`config.mk`:
```
export PLATFORM = sky130hd
export DESIGN_NAME = note_sequencer_flat
export DESIGN_NICKNAME = d
export VERILOG_FILES = /design/src/rtl/note_sequencer_if.sv /design/src/rtl/note_sequencer.sv /design/src/flat_wrapper.sv
export SDC_FILE = /design/constraint.sdc
export NUM_CORES = 1
export LEC_CHECK = 0
export CAP_MARGIN = 25
export CORE_MARGIN = 8
export CORE_UTILIZATION = 59
export CTS_CLUSTER_DIAMETER = 120
export CTS_CLUSTER_SIZE = 40
export DETAILED_ROUTE_END_ITERATION = 12
export PLACE_DENSITY_LB_ADDON = 0.15
export SLEW_MARGIN = 20
export SYNTH_ARGS = -nofsm -noshare
export SYNTH_HDL_FRONTEND = slang
export SYNTH_SLANG_ARGS = --single-unit
```
`constraint.sdc`:
```
create_clock -name clk -period 3.7 [get_ports clk]
set_input_delay 0.37 -clock clk [delete_from_list [all_inputs] [get_ports clk]]
set_output_delay 0.37 -clock clk [all_outputs]
set_load 0.05 [all_outputs]
```
`src/rtl/note_sequencer_if.sv`:
```
// Song ROM read port shared by the sequencer (master) and the ROM (slave).
// Latency: rom_data is valid exactly one cycle after rom_en.
// Backpressure: none; the ROM always answers a strobe on the next cycle.
//
// Ports:
//   rom_en   - read strobe, one cycle per fetch
//   rom_addr - word address
//   rom_data - {rest, note_idx[5:0], duration[3:0]}
interface note_sequencer_if #(
    parameter int ADDR_W = 8
);
    logic              rom_en;
    logic [ADDR_W-1:0] rom_addr;
    logic [10:0]       rom_data;

    modport master (
        output rom_en,
        output rom_addr,
        input  rom_data
    );

    modport slave (
        input  rom_en,
        input  rom_addr,
        output rom_data
    );
endinterface

```
`src/rtl/note_sequencer.sv`:
```
// Song player: fetches note words from a synchronous ROM and times each note and gap in ticks.
// Latency: play in IDLE to note_on is 3 cycles (FETCH, WAIT, NOTE); a note lasts dur*TICK_DIV cycles.
// Backpressure: none; play/pause/stop are single-cycle pulses, priority stop > pause > play.
//
// Ports:
//   clk, rst_n        - clock, asynchronous active-low reset
//   play_i / pause_i  - start or resume / pause while a note or gap is timing
//   stop_i            - abort to IDLE at address 0, no done pulse
//   loop_en_i         - restart from address 0 on the end marker instead of finishing
//   rom               - ROM read port (master side)
//   note_idx_o        - note index for the decoder, held for the whole note
//   note_on_o         - high while a non-rest note sounds
//   busy_o / done_o   - not idle / one-cycle pulse when the song ends without looping
module note_sequencer #(
    parameter int TICK_DIV  = 25_000_000,
    parameter int ADDR_W    = 8,
    parameter int GAP_TICKS = 1
) (
    input  logic                     clk,
    input  logic                     rst_n,
    input  logic                     play_i,
    input  logic                     pause_i,
    input  logic                     stop_i,
    input  logic                     loop_en_i,
    note_sequencer_if.master         rom,
    output logic [5:0]               note_idx_o,
    output logic                     note_on_o,
    output logic                     busy_o,
    output logic                     done_o
);

    localparam int TW = $clog2(TICK_DIV);
    localparam int GW = (GAP_TICKS > 1) ? $clog2(GAP_TICKS) : 1;
    localparam logic [TW-1:0] TICK_LAST = TW'(TICK_DIV - 1);
    localparam logic [GW-1:0] GAP_LAST  = GW'((GAP_TICKS > 0) ? GAP_TICKS - 1 : 0);

    typedef enum logic [2:0] {
        S_IDLE,
        S_FETCH,
        S_WAIT,
        S_NOTE,
        S_GAP,
        S_PAUSED
    } state_t;

    state_t            state_q, state_d;
    logic              ret_gap_q, ret_gap_d;   // state to resume into: 1 = GAP, 0 = NOTE
    logic [ADDR_W-1:0] addr_q, addr_d;
    logic [TW-1:0]     tick_q, tick_d;
    logic [3:0]        dur_q, dur_d;
    logic [GW-1:0]     gap_q, gap_d;
    logic [5:0]        note_q, note_d;
    logic              rest_q, rest_d;
    logic              done_q, done_d;

    logic              timing;
    logic              tick;

    // Tick divider only runs while a note or gap is being timed; PAUSED freezes it.
    assign timing = (state_q == S_NOTE) || (state_q == S_GAP);
    assign tick   = timing && (tick_q == TICK_LAST);

    always_ff @(posedge clk or negedge rst_n) begin
        if (!rst_n) begin
            state_q   <= S_IDLE;
            ret_gap_q <= 1'b0;
            addr_q    <= '0;
            tick_q    <= '0;
            dur_q     <= '0;
            gap_q     <= '0;
            note_q    <= '0;
            rest_q    <= 1'b0;
            done_q    <= 1'b0;
        end else begin
            state_q   <= state_d;
            ret_gap_q <= ret_gap_d;
            addr_q    <= addr_d;
            tick_q    <= tick_d;
            dur_q     <= dur_d;
            gap_q     <= gap_d;
            note_q    <= note_d;
            rest_q    <= rest_d;
            done_q    <= done_d;
        end
    end

    always_comb begin
        state_d   = state_q;
        ret_gap_d = ret_gap_q;
        addr_d    = addr_q;
        tick_d    = tick_q;
        dur_d     = dur_q;
        gap_d     = gap_q;
        note_d    = note_q;
        rest_d    = rest_q;
        done_d    = 1'b0;

        // Wrapping on the tick also gives the clear-on-entry for NOTE->GAP.
        if (timing) begin
            tick_d = tick ? '0 : tick_q + 1'b1;
        end

        case (state_q)
            S_IDLE: begin
                if (play_i) begin
                    state_d = S_FETCH;
                end
            end
            S_FETCH: begin
                state_d = S_WAIT;
            end
            S_WAIT: begin
                if (rom.rom_data[3:0] == 4'd0) begin
                    addr_d = '0;
                    if (loop_en_i) begin
                        state_d = S_FETCH;
                    end else begin
                        done_d  = 1'b1;
                        state_d = S_IDLE;
                    end
                end else begin
                    note_d  = rom.rom_data[9:4];
                    rest_d  = rom.rom_data[10];
                    dur_d   = rom.rom_data[3:0];
                    tick_d  = '0;
                    state_d = S_NOTE;
                end
            end
            S_NOTE: begin
                if (tick) begin
                    dur_d = dur_q - 4'd1;
                    if (dur_q == 4'd1) begin
                        if (GAP_TICKS == 0) begin
                            addr_d  = addr_q + 1'b1;
                            state_d = S_FETCH;
                        end else begin
                            gap_d   = '0;
                            state_d = S_GAP;
                        end
                    end
                end
            end
            S_GAP: begin
                if (tick) begin
                    if (gap_q == GAP_LAST) begin
                        gap_d   = '0;
                        addr_d  = addr_q + 1'b1;
                        state_d = S_FETCH;
                    end else begin
                        gap_d = gap_q + 1'b1;
                    end
                end
            end
            S_PAUSED: begin
                if (play_i) begin
                    state_d = ret_gap_q ? S_GAP : S_NOTE;
                end
            end
            default: begin
                state_d = S_IDLE;
            end
        endcase

        // The pause cycle itself still counts toward the note; the sequencer then
        // parks in PAUSED remembering where it was headed. A pause landing on the
        // cycle that finishes the gap is dropped because FETCH cannot be paused.
        if (timing && pause_i && (state_d == S_NOTE || state_d == S_GAP)) begin
            ret_gap_d = (state_d == S_GAP);
            state_d   = S_PAUSED;
        end

        if (stop_i) begin
            state_d = S_IDLE;
            addr_d  = '0;
            tick_d  = '0;
            dur_d   = '0;
            gap_d   = '0;
            done_d  = 1'b0;
        end
    end

    assign rom.rom_en   = (state_q == S_FETCH);
    assign rom.rom_addr = addr_q;
    assign note_idx_o   = note_q;
    assign note_on_o    = (state_q == S_NOTE) && !rest_q;
    assign busy_o       = (state_q != S_IDLE);
    assign done_o       = done_q;

endmodule
```
`src/flat_wrapper.sv`:
```
// flat-port wrapper written by rule: the top's interface ports become plain ports
module note_sequencer_flat 
#(
    parameter int TICK_DIV  = 25_000_000,
    parameter int ADDR_W    = 8,
    parameter int GAP_TICKS = 1
)
  (clk, rst_n, play_i, pause_i, stop_i, loop_en_i, note_idx_o, note_on_o, busy_o, done_o, rom_rom_en, rom_rom_addr, rom_rom_data);
  note_sequencer_if #(.ADDR_W(ADDR_W)) rom_i ();
  input  logic clk;
  input  logic rst_n;
  input  logic play_i;
  input  logic pause_i;
  input  logic stop_i;
  input  logic loop_en_i;
  output logic [5:0] note_idx_o;
  output logic note_on_o;
  output logic busy_o;
  output logic done_o;
  output wire logic [$bits(rom_i.rom_en)-1:0] rom_rom_en;
  output wire logic [$bits(rom_i.rom_addr)-1:0] rom_rom_addr;
  input wire logic [$bits(rom_i.rom_data)-1:0] rom_rom_data;
  assign rom_rom_en = rom_i.rom_en;
  assign rom_rom_addr = rom_i.rom_addr;
  assign rom_i.rom_data = rom_rom_data;
  note_sequencer #(.TICK_DIV(TICK_DIV), .ADDR_W(ADDR_W), .GAP_TICKS(GAP_TICKS)) u_core (.clk(clk), .rst_n(rst_n), .play_i(play_i), .pause_i(pause_i), .stop_i(stop_i), .loop_en_i(loop_en_i), .rom(rom_i), .note_idx_o(note_idx_o), .note_on_o(note_on_o), .busy_o(busy_o), .done_o(done_o));
endmodule
```
==> run metrics, run 1 <==
Syn Nets a little under 300; Place WS roughly 1.1 ns; top cell type's share of synthesized area 46.20%; share of layout cells above drive strength 1 9.804%; Worst Path Arrival 2.26 ns; Async S/R FF share, synth 100.0%; Post-synth EDFFs 0; final hold slack slightly above 0.5 ns; vias in the first global route 2050; Setup WS post-layout 1.072 ns; placed cells 349; Mapped Area 2654 µm²; Max-slew headroom roughly 42%; Final Hold Fails 0; commonest non-fill, non-tap cell in the layout dfrtp_1; most frequent cells in the layout dfrtp_1, nor2_1, clkdlybuf4s50_1; Final Setup Violations 0; #FFs+latches synth 49; Clock power frac 26.6%; final slew viol count 0; H-Tree Depth 2; sequential share of power 43.1%; HPWL Detailed between 4000 and 5000 µm; initial antenna violation count 0; worst-margin pin slew roughly 0.86 ns; critical path class register to output port; unrepaired setup endpoints after global routing no; Psw 0.5097 mW; largest area contributor in the netlist dfrtp_1; Most used DFF post-synth dfrtp_1; Final Util 72.70%; Die Footprint 6900 µm²; worst reg2reg startpoint u_core.state_q[0]; combinational group share of total power 30.3%; DR iter-0 viols around 110; final non-filler cell total 358; GPL Wtd Cong 0.8604; setup tns final 0 ns; Worst setup startpoint u_core.state_q[0]; routed length on met3 273 µm; placed cell areas between 3000 and 4000 µm²; Worst Path Required 3.33 ns; die extent in x between 80 and 90 µm; register-to-register setup slack 1.21 ns; Worst VDD drop ~0.00043 V; # nets final 326; Setup crit end kind output port; DR vias/cell 5.902; DRT Wirelength 5690 µm; 1st-pass router iterations 4; Leak 1.317 nW; IO buf count 34; Clk pin slew, worst setup/hold paths 0.09 ns; num rows 24; WL/cell about 16 µm; WL met2 2836 µm; Warnings, synthesis 0; chip height 83.07 µm; core area roughly 4400 µm²; min cycle time layout around 2.6 ns; largest cells by area after synthesis dfrtp_1, xor2_1, nor2_1; status finished clean; Root Driver clkbuf_8; Pwr Density between 400 and 500 nW/µm²; routed vias 2113; internal power slightly below 1 mW; remaining antenna violation count 0; Clock Sinks 49; wire length on met1 2532 µm; crit-path max FO 15; maxcap violations 0; largest net degree at the start of global routing 35; TritonCTS buffer count 5; GRT Overall Usage roughly 17%; reg2reg end u_core.state_q[2]; CP Capture Point note_on_o; FMAX 380.5 MHz; grt ovf 0; CTS tree built; Netlist cell types 51; Ant. Diodes 0; Avg Cell Area, Syn 9.793 µm²; synthesis-to-layout area growth 19.28%; # DRC 0; Starting Density approximately 61%; Total Power around 1.5 mW; Max clock buf depth 2; startpoint types register; CTS resizes 0; R2R depth 6; post-synthesis sequential area ratio 46.20%; io pins 35; Top Layer Used met4; setup bufs post-CTS 0; Switching Share between 30% and 40%; clock latency at the later pin of the worst-skew pair around 0.3 ns; fin crit share 71.03%; min-delay worst type input pin to async pin; cell count after synthesis 271; final clock skew 0.008672 ns; first-pass GRT wire length 9770 µm; fin area 3166 µm²
## Yosys cell counts (all sizes together), types with 2 or more instances
cell type,count
ha,4
nor3b,6
and3,5
nand3,11
o21bai,2
dfrtp,49
mux2,8
and4,4
or3,4
or2,2
and3b,3
nor4,5
nor3,7
xnor2,3
a21oi,6
o21ai,12
nand2,17
clkbuf,6
nand2b,7
xor2,22
o2bb2ai,2
inv,4
o2111ai,2
nand4,11
buf,4
nor4b,2
a22oi,2
nor2,38
a211o,2
nor2b,7
## critical path, cell delays in order, from the launching register on
cell	delay (ns)
dfrtp_1	0.66
nand3b_1	0.31
nor2_1	0.16
clkdlybuf4s50_1	0.82
## final cells by class
type / instances / area (µm²)
clock buffers: 6 / 82.58
clock inverters: 2 / 37.54
fillers: 329 / 1189
inverters: 4 / 15.01
multi-input cells: 208 / 1366
flip-flops and latches: 49 / 1226
well taps: 52 / 65.06
repair buffers: 37 / 372.9
## state kept, by name, indices dropped and copies added, names as in the netlist
register,count
u_core.dur_q,4
u_core.tick_q,25
u_core.done_o,1
u_core.state_q,3
u_core.note_idx_o,6
u_core.rom.rom_addr,8
u_core.ret_gap_q,1
u_core.rest_q,1
## power groups by stage
stage | Sequential [mW] | Clock [mW] | Combinational, mW
after floorplan | 0.757 | 0 | 0.206
after global placement | 0.654 | 0 | 0.450
after detailed placement | 0.657 | 0 | 0.458
after CTS | 0.646 | 0.407 | 0.460
after global routing | 0.658 | 0.420 | 0.487
final | 0.648 | 0.400 | 0.455
## cells by family (layout without fill, tap and decap cells)
| kind of cell | count (synthesis) | count (layout) | share of synthesized area (%) |
|---|---|---|---|
| buffers and inverters | 14 | 49 | 2.499 |
| xor gates and xnor gates | 25 | 25 | 8.251 |
| muxes | 8 | 8 | 3.395 |
| adders and majority gates | 4 | 4 | 1.886 |
| and+or+nand+nor | 132 | 132 | 27.63 |
| DFF | 49 | 49 | 46.20 |
| AOI/OAI and AO/OA | 39 | 39 | 10.14 |
## layer usage
layer,global-route usage (%),up-vias
met5,0,-
met4,5.112,0
met3,4.004,6
met2,27.65,45
met1,20.71,1020
li1,-,1042
## worst min path at each step
stage	slack, ns	to	cells past startpoint	from
finish	0.51	u_core.rom.rom_addr[2]	2	rst_n
global route	0.53	u_core.rest_q	1	u_core.rest_q
CTS	0.51	u_core.rom.rom_addr[2]	2	rst_n
detailed placement	0.31	u_core.rom.rom_addr[2]	1	rst_n
global placement	0.49	u_core.note_idx_o[5]	1	u_core.note_idx_o[5]
floorplan	0.07	u_core.done_o	0	rst_n
## what timing repair did
action	CTS	global route
endpoints found under the setup margin	0	0
hold buffers	1	0
hold endpoints to repair	15	0
Note: power is estimated with default switching activity, not from simulation.
==> run 2, diff against run 1 <==
--- a/config.mk
+++ b/config.mk
@@ -7,7 +7,7 @@
 export LEC_CHECK = 0
 export CAP_MARGIN = 25
 export CORE_MARGIN = 8
-export CORE_UTILIZATION = 59
+export CORE_UTILIZATION = 50
 export CTS_CLUSTER_DIAMETER = 120
 export CTS_CLUSTER_SIZE = 40
 export DETAILED_ROUTE_END_ITERATION = 12
==> constraint.sdc (replaced) <==
create_clock -name clk -period 2.1 [get_ports clk]
set_input_delay 0.21 -clock clk [delete_from_list [all_inputs] [get_ports clk]]
set_output_delay 0.21 -clock clk [all_outputs]
set_load 0.05 [all_outputs]
==> run metrics, run 2 (synthesis gave the netlist of run 1 again) <==
R2R depth 6; 1st-pass router iterations 4; reg2reg end u_core.state_q[2]; Die Footprint around 8000 µm²; HPWL Detailed 4733 µm; Worst VDD drop 0.0007629 V; GRT Overall Usage 17.35%; grt ovf 0; worst reg2reg startpoint u_core.tick_q[17]; remaining antenna violation count 0; Psw between 0.9 and 1 mW; Fillers between 400 and 500; min cycle time layout roughly 2.1 ns; # nets final roughly 370; Final Hold Fails 0; Final Util 70.01%; Pwr Density ~740 nW/µm²; sequential share of power 42.0%; multi-input combinational cell area about 1400 µm²; fin crit share 100.4%; register-to-register setup slack -0.008 ns; Setup WS post-layout -0.008051 ns; FMAX 474.4 MHz; initial antenna violation count 0; synthesis-to-layout area growth 34.75%; min-delay worst type input pin to async pin; placed cell areas 3373 µm²; DR vias/cell 5.415; DRT Wirelength 6424 µm; commonest non-fill, non-tap cell in the layout dfrtp_1; core area 5107 µm²; largest register by flop count u_core.tick_q; Clk pin slew, worst setup/hold paths 0.10 ns; final slew viol count 0; vias in the first global route about 2300; WL/cell 15.33 µm; GPL Wtd Cong between 0.8 and 0.9; # DRC 0; TritonCTS buffer count 5; Root Driver clkbuf_8; startpoint types register; chip height ~90 µm; crit-path max FO 4; worst-margin pin slew 0.5071 ns; Place WS -0.1750 ns; Setup crit end kind register; Switching Share 36.53%; Worst setup startpoint u_core.tick_q[17]; Max-slew headroom 66.09%; clock latency at the later pin of the worst-skew pair 0.31 ns; internal power 1.683 mW; routed vias ~2300; combinational group share of total power 35.3%; unrepaired setup endpoints after global routing yes; failing checks setup timing; maxcap violations 0; IO buf count 34; Worst Path Arrival 2.35 ns; critical path class register to register; max reg flops 25; setup tns final -0.008051 ns; Final Setup Violations 1; CP Capture Point u_core.state_q[2]; Leak 1.575 nW; num rows 26; io pins 35; Clock Sinks 49; DR iter-0 viols 128; Clock power frac 22.8%; Ant. Diodes 0; CTS tree built; Starting Density 51.96%; status finished with violations; final clock skew roughly 0.011 ns; H-Tree Depth 2; largest net degree at the start of global routing 23; final hold slack 0.3795 ns; share of layout cells above drive strength 1 between 20% and 30%; Max clock buf depth 2; fin area 3576 µm²; most frequent cells in the layout dfrtp_1, buf_4, nor2_1; Sequential Area 1226 µm²; die extent in x ~90 µm; Worst Path Required 2.34 ns; first-pass GRT wire length about 11000 µm
run 2: area by class of cell:
cell class / count / area share [%]
sequential: 49 / 34.29
inverter: 4 / 0.4199
clock inverter: 3 / 0.8048
multi-input combinational: 208 / 39.99
timing repair buffer: 80 / 20.12
tap: 70 / 2.449
clock buffer: 5 / 1.924
run 2: per-layer routing:
metal,wire length [µm],track usage (%)
met1,2934,22.23
met5,0,0
met3,261,3.528
met4,65,4.916
met2,3162,28.64
run 2: how the worst min path moves through the flow:
stage,startpoint,endpoint,cells past startpoint
final,rst_n,u_core.tick_q[17],2
after floorplan,rst_n,u_core.done_o,0
after global placement,rst_n,u_core.tick_q[19],1
after CTS,rst_n,u_core.tick_q[9],2
after global routing,rst_n,u_core.tick_q[9],2
after detailed placement,rst_n,u_core.tick_q[18],1
run 2: power by group through the flow:
stage | Sequential (mW) | Clock, mW | Combinational, mW
after global routing | 1.13 | 0.652 | 1.00
after floorplan | 1.33 | 0 | 0.364
after CTS | 1.11 | 0.620 | 0.921
after detailed placement | 1.13 | 0 | 0.913
final | 1.11 | 0.604 | 0.936
after global placement | 1.12 | 0 | 0.904
run 2: repair_timing:
| action | 4_1_cts | 5_1_grt |
|---|---|---|
| setup buffers | 0 | 1 |
| hold endpoints to repair | 20 | 0 |
| gates cloned | 0 | 1 |
| hold buffers | 1 | 0 |
| gates resized for setup | 5 | 9 |
| endpoints found under the setup margin | 32 | 32 |
| pin swaps | 4 | 3 |
run 2: through the flow:
stage               cells  total power [mW]
global placement      408             2.027
global route          419             2.782
finish                419             2.652
floorplan             271             1.698
CTS                   417             2.652
detailed placement    408             2.043
run 2: critical path: stages (launching register included):
cell	delay, ns
dfrtp_1	0.40
nor4b_2	0.31
nand4_1	0.22
or4b_4	0.61
a211oi_4	0.27
o21bai_1	0.09
a21oi_1	0.13
